==> src/rtl/mod255_adder_arbiter.sv <==
// Round-robin front end sharing one modulo 2^8-1 end-around-carry adder among NREQ requesters.
// Two-stage valid/ready pipeline; responses carry the issuing requester's index.
module mod255_adder_arbiter #(
  parameter int unsigned NREQ = 4,
  parameter int unsigned ID_W = 2
) (
  input  logic                 clk,
  input  logic                 rst,
  input  logic                 en,
  input  logic [NREQ-1:0]      req_valid,
  output logic [NREQ-1:0]      req_ready,
  input  logic [8*NREQ-1:0]    req_a,
  input  logic [8*NREQ-1:0]    req_b,
  output logic                 rsp_valid,
  input  logic                 rsp_ready,
  output logic [7:0]           rsp_sum,
  output logic [ID_W-1:0]      rsp_id
);

  logic [ID_W-1:0] r_rr_ptr;
  logic            r_s1_valid;
  logic [7:0]      r_s1_a;
  logic [7:0]      r_s1_b;
  logic [ID_W-1:0] r_s1_id;
  logic            r_rsp_valid;
  logic [7:0]      r_rsp_sum;
  logic [ID_W-1:0] r_rsp_id;

  logic            w_found;
  logic [ID_W-1:0] w_win;
  logic            w_s2_load;
  logic            w_s1_adv;
  logic            w_s1_free;
  logic            w_accept;
  logic [7:0]      w_core_sum;

  // End-around carry: the carry out of bit 7 re-enters at bit 0; max 0x1FE+1 never overflows.
  function automatic logic [7:0] core_add(input logic [7:0] a, input logic [7:0] b);
    logic [8:0] s;
    s = {1'b0, a} + {1'b0, b};
    return s[7:0] + {7'd0, s[8]};
  endfunction

  assign w_s2_load = ~r_rsp_valid | rsp_ready;
  assign w_s1_adv  = r_s1_valid & w_s2_load;
  assign w_s1_free = ~r_s1_valid | w_s2_load;
  assign w_accept  = en & w_s1_free & w_found;

  // Search starts just past the last winner so every requester gets a turn.
  always_comb begin
    w_found = 1'b0;
    w_win   = '0;
    for (int unsigned k = 1; k <= NREQ; k++) begin
      int unsigned idx;
      idx = (32'(r_rr_ptr) + k) % NREQ;
      if (!w_found && req_valid[idx]) begin
        w_found = 1'b1;
        w_win   = ID_W'(idx);
      end
    end
  end

  always_comb begin
    req_ready = '0;
    if (w_accept) begin
      req_ready[w_win] = 1'b1;
    end
  end

  assign w_core_sum = core_add(r_s1_a, r_s1_b);

  always_ff @(posedge clk or posedge rst) begin
    if (rst) begin
      r_rr_ptr    <= ID_W'(NREQ - 1);
      r_s1_valid  <= 1'b0;
      r_s1_a      <= 8'h00;
      r_s1_b      <= 8'h00;
      r_s1_id     <= '0;
      r_rsp_valid <= 1'b0;
      r_rsp_sum   <= 8'h00;
      r_rsp_id    <= '0;
    end else begin
      if (w_accept) begin
        r_rr_ptr <= w_win;
        r_s1_a   <= req_a[8*w_win +: 8];
        r_s1_b   <= req_b[8*w_win +: 8];
        r_s1_id  <= w_win;
      end
      r_s1_valid <= w_accept | (r_s1_valid & ~w_s1_adv);
      if (w_s2_load) begin
        r_rsp_valid <= r_s1_valid;
        if (r_s1_valid) begin
          r_rsp_sum <= w_core_sum;
          r_rsp_id  <= r_s1_id;
        end
      end
    end
  end

  assign rsp_valid = r_rsp_valid;
  assign rsp_sum   = r_rsp_sum;
  assign rsp_id    = r_rsp_id;

endmodule

==> config.mk <==
export PLATFORM = sky130hd
export DESIGN_NAME = mod255_adder_arbiter
export DESIGN_NICKNAME = d
export VERILOG_FILES = /design/src/rtl/mod255_adder_arbiter.sv
export SDC_FILE = /design/constraint.sdc
export NUM_CORES = 1
export LEC_CHECK = 0
export ABC_AREA = 1
export CAP_MARGIN = 20
export CORE_ASPECT_RATIO = 2
export CORE_UTILIZATION = 25
export CTS_CLUSTER_SIZE = 10
export DETAILED_ROUTE_END_ITERATION = 8
export GPL_ROUTABILITY_DRIVEN = 0
export PLACE_DENSITY = 0.59
export SYNTH_ARGS = -nofsm -noshare
export SYNTH_HDL_FRONTEND = slang
export SYNTH_SLANG_ARGS = --single-unit
==> constraint.sdc <==
create_clock -name clk -period 7.8 [get_ports clk]
set_input_delay 1.95 -clock clk [delete_from_list [all_inputs] [get_ports clk]]
set_output_delay 1.95 -clock clk [all_outputs]
set_load 0.01 [all_outputs]
## Word-level counts from Yosys, hierarchy flattened

Index checks and enable logic that the tools add are counted.
Widths: inputs -> output; s select.

- Bits in writable memories: 0
- Bits in latches: 0
- Word-level logic and storage cells: 59
- Memories kept: 0
- ROM bits: 0
- Register bits: 32

- $lt $le $gt $ge: 6
- $add $sub $neg: 6
- Mux-type cells: 19
- Equality and inequality tests: 0
- Reduce and logical (&&, ||, !) cells: 8
- Shift operators: 2
- Divide/modulo/power cells: 0
- Multiply operators: 0
- Bitwise logic cells: 10

Operators with widths:

| cell | number |
|---|---|
| $shiftx 32x6->8 | 2 |
| $lt 2x3->1 const B | 5 |
| $add 8x8->9 | 1 |
| $mux 1 | 9 |
| $add 8x1->8 | 1 |
| $bmux 1 s2 | 4 |
| $mux 2 | 4 |
| $add 2x1->2 const B | 2 |
| $add 2x2->2 const B | 2 |
| $and 1x1->1 | 4 |
| $logic_and 1x1->1 | 4 |
| $mux 4 | 1 |
| $logic_not 1->1 | 3 |
| $not 1->1 | 3 |
| $or 1x1->1 | 3 |
| $demux 1 s2 | 1 |
| $ge 2x1->1 const B | 1 |
| $reduce_and 2->1 | 1 |

## Longest topological paths before layout

- Depth in word-level cells: 18
- Mapped depth: 19
- Depth with buffers taken out: 19

## Worst setup path after synthesis

OpenSTA, ideal clock, no wires.

- Kind: input-to-output
- Start: input port req_valid[3]
- End: output port req_ready[0]
- Arrival time: 3.195 ns
- Setup slack: 2.655 ns
- Cell stages on the path: 10
- Required time: 5.850 ns
- Cells stage by stage: nand2_1 > nand2_1 > nand2_1 > nand2_2 > nor2_8 > nand3_2 > nand3_2 > buf_2 > inv_1 > nor3_1

- Longest elaborated chain between the ends: 17
- Elaborated cells between the ends (all ways): 29
- Those cells by class: 2 x order compare; 19 x mux; 1 x bitwise; 7 x reduce/logical

RTL lines:

| what | RTL line | RTL |
|---|---|---|
| from (decl) | 10 | `input logic [NREQ-1:0] req_valid,` |
| $bmux 1 s2 | 56 | `if (!w_found && req_valid[idx]) begin` |
| $mux 1 (implied by the code) | 56 |  |
| $mux 1 | 56 |  |
| $logic_not 1->1 | 56 |  |
| $logic_and 1x1->1 | 56 |  |
| $mux 1 | 56 |  |
| $logic_not 1->1 | 56 |  |
| $logic_and 1x1->1 | 56 |  |
| $mux 1 | 56 |  |
| $logic_not 1->1 | 56 |  |
| $logic_and 1x1->1 | 56 |  |
| $mux 2 | 56 |  |
| $lt 2x3->1 (implied by the code) / $ge 2x1->1 (equally long branches) | 66 | `req_ready[w_win] = 1'b1;` |
| $logic_and 1x1->1 (implied by the code) | 66 |  |
| $mux 1 (implied by the code) | 66 |  |
| $demux 1 s2 | 66 |  |
| $mux 4 (*) | 65 | `if (w_accept) begin` |
| to (decl) | 11 | `output logic [NREQ-1:0] req_ready,` |

Every way passes the cells marked *; elsewhere a longest branch is shown, timed or not. The select of a mux whose other input is x is not followed.

## Worst setup path after layout

- Start: input port req_valid[2]
- End: output port req_ready[0]

Same word-level chain as after synthesis.

==> flow_summary.json <==
{
  "status": "finished, final reports clean",
  "hold_viol": 0,
  "dieArea_sq_um": 11040,
  "seq_area_frac_synth_pct": 30.33,
  "dr.pass1.iters": 4,
  "grt_first_pass_wirelength_mm": 12.16,
  "crit_fanout": 34,
  "tightest_slew_ns": 0.6619,
  "antenna_found_initial": 0,
  "crit_arrival_ns": 5.15,
  "synth_cells": 419,
  "cts_htree_levels": 2,
  "reg2reg_to": "r_s1_a[1]$_DFFE_PP0P_",
  "fp.dieH_microns": 147.6,
  "cts.clk_slew.worst_paths_ns": 0.05,
  "syn-cell-area_sq_um": 2649,
  "drive_above_1_share_pct": 6.073,
  "yosys-top-cells-area": "nand2_1, dfrtp_1, nand4_1",
  "cap_viol_max_count": 0,
  "io_buffers": 86,
  "post_cts_buffers": 0,
  "post-synth-top-area-cell": "nand2_1",
  "vias_per_cell": 4.405,
  "root_buffer": "clkbuf_16",
  "required_ns": 5.85,
  "ys_seq_elements": 32,
  "cp-end-kind": "primary output",
  "drc": 0,
  "ctsResizeCount": 0,
  "netlist-cell-type-count": 36,
  "r2r_slack_ns": 4.75,
  "layout.nets": 576,
  "min_path_cells": 2,
  "r2r_cells": 14,
  "place_ws_ns": 0.7238,
  "hold-path-endpoint": "rsp_sum[4]$_DFFE_PP0P_",
  "timing_worst_setup_path_type": "in -> out",
  "final_area_sq_um": 3759,
  "vias": 2771,
  "synth_top_area_share_pct": 33.16,
  "hold_path.class": "reg -> reg",
  "leakage_nw": 1.943,
  "drt_iter0_markers": 81,
  "final-max-slew-violation-count": 0,
  "cts_tree": "yes",
  "r2r_start": "r_rr_ptr[0]$_DFFE_PP1P_",
  "layout_min_cycle_time_ns": 7.098,
  "slew_headroom_pct": 55.83,
  "clk_path_buf_depth": 2,
  "final_cell_mix": "nand2_1, clkdlybuf4s50_1, nand4_1",
  "rsz0062_at_grt": "no",
  "hold_path_startpoint": "rsp_sum[4]$_DFFE_PP0P_",
  "finalSetupViolCount": 0,
  "holdBufCountCts": 0,
  "core-area_sq_um": 10210,
  "multi_input_area_sq_um": 1650,
  "final.setup_skew_ns": 0.005194,
  "startpoint_type": "primary input",
  "p_per_area_nw_per_um2": 493.0,
  "avgSynthCellArea_sq_um": 6.322,
  "fillers": 1126,
  "mostFrequentLayoutCell": "nand2_1",
  "period_share_pct": 91.00,
  "yosysWarnings": 0,
  "totalWireLength_mm": 6.929,
  "place_area_sq_um": 3576,
  "whs_ns": 0.4744,
  "grt.total_usage_pct": 13.91,
  "regArea_sq_um": 803.3,
  "routedWlPerCell_microns": 11.02,
  "dp.final_hpwl_mm": 5.754,
  "clkSinkCount": 32,
  "max_freq_ghz": 0.1409,
  "ir_drop_uv": 201.4,
  "num_rows": 52,
  "ant_nets": 0,
  "grt_overflow_total": 0,
  "initial_core_util_pct": 25.93,
  "numCtsBuffers": 5,
  "fin_ws_ns": 0.7022,
  "ioPinCount": 87,
  "syn_to_final_growth_pct": 41.90,
  "syn_nets": 502,
  "fp.dieW_microns": 74.79,
  "clkLatencyLatePin_ns": 0.28,
  "grt_pass1_vias": 2759,
  "grt_max_degree": 35,
  "tns_ns": 0,
  "num_antenna_cells": 0
}
[critical path, cell delays in order]
cell	delay (ns)
clkdlybuf4s50_1	0.44
nand2_2	0.09
nand2_1	0.06
nand2_1	0.10
nand2_2	0.10
nor2_8	0.14
nand3_2	0.51
nand3_2	0.74
inv_1	0.17
nor3_1	0.24
clkdlybuf4s50_1	0.58
[cells by family after synthesis]
family / Yosys count / synth area share, %
simple gates: 311 / 51.02
buf+inv: 42 / 7.369
flops: 32 / 30.33
compound gates: 19 / 4.487
fa+ha+maj: 11 / 5.479
xor+xnor: 4 / 1.323
[layer usage]
metal / vias to the layer above / global-route usage, % / wire length [microns]
li1: 1495 / - / -
met1: 1191 / 15.43 / 2689
met2: 73 / 25.59 / 3843
met3: 12 / 2.386 / 265
met4: 0 / 4.623 / 132
met5: - / 0 / 0
[worst max-delay path by stage]
stage | from | to | slack (ns) | cells after the start
final | req_valid[2] | req_ready[0] | 0.70 | 11
after global routing | req_valid[2] | req_ready[0] | 0.38 | 11
after CTS | req_valid[2] | req_ready[0] | 0.72 | 11
after detailed placement | req_valid[2] | req_ready[0] | 0.72 | 11
after global placement | req_valid[2] | req_ready[0] | 0.83 | 11
after floorplan | req_valid[3] | req_ready[0] | 2.65 | 10
[final cells by class]
cell class	instances	share of cell area, %
tap	135	4.494
sequential	32	21.37
inverter	22	2.264
clock buffer	7	4.061
clock inverter	1	0.7989
timing repair buffer	87	23.10
multi-input combinational	345	43.91
[sequential cells by signal, indices dropped and copies added, names as in the netlist]
| signal | cells |
|---|---|
| rsp_id | 2 |
| rsp_valid | 1 |
| r_s1_valid | 1 |
| r_rr_ptr | 2 |
| rsp_sum | 8 |
| r_s1_id | 2 |
| r_s1_b | 8 |
| r_s1_a | 8 |
[metrics by stage]
stage,total power (W),util [%],std cells
2_1_floorplan,0.001358,-,419
3_3_place_gp,0.001603,35.01,621
3_5_place_dp,0.001624,35.01,621
4_1_cts,0.001876,36.80,629
5_1_grt,0.002100,36.80,629
6_report,0.001853,36.80,629
[synth_stat cells]
| master | number |
|---|---|
| nor2_1 | 12 |
| nand2_1 | 234 |
| buf_6 | 2 |
| nand3b_1 | 1 |
| nand3_1 | 13 |
| nand2b_1 | 1 |
| o21ai_1 | 6 |
| nand2_4 | 1 |
| nor2_8 | 1 |
| dfstp_2 | 2 |
| o21bai_1 | 2 |
| or2_2 | 1 |
| buf_4 | 2 |
| nor3_2 | 1 |
| o21ai_0 | 3 |
| nand2_2 | 6 |
| buf_1 | 1 |
| buf_2 | 10 |
| dfrtp_1 | 30 |
| inv_1 | 17 |
| a21oi_1 | 3 |
| nand4_1 | 34 |
| ha_1 | 10 |
| xnor2_1 | 2 |
| xor2_1 | 2 |
| nor3_1 | 1 |
| clkinv_1 | 1 |
| inv_4 | 1 |
| a31oi_1 | 2 |
| nand3_2 | 4 |
| inv_2 | 3 |
| and2_1 | 1 |
| o31ai_1 | 2 |
| a21oi_4 | 1 |
| fa_1 | 1 |
| clkbuf_1 | 5 |
[where the power goes]
group / total, W / internal (W) / leakage [nW] / switching [W]
Sequential: 0.000310 / 0.000255 / 0.395 / 0.0000546
Clock: 0.000239 / 0.000168 / 0.0901 / 0.0000711
Combinational: 0.00130 / 0.000479 / 1.46 / 0.000825
(Power assumes the default switching activity.)
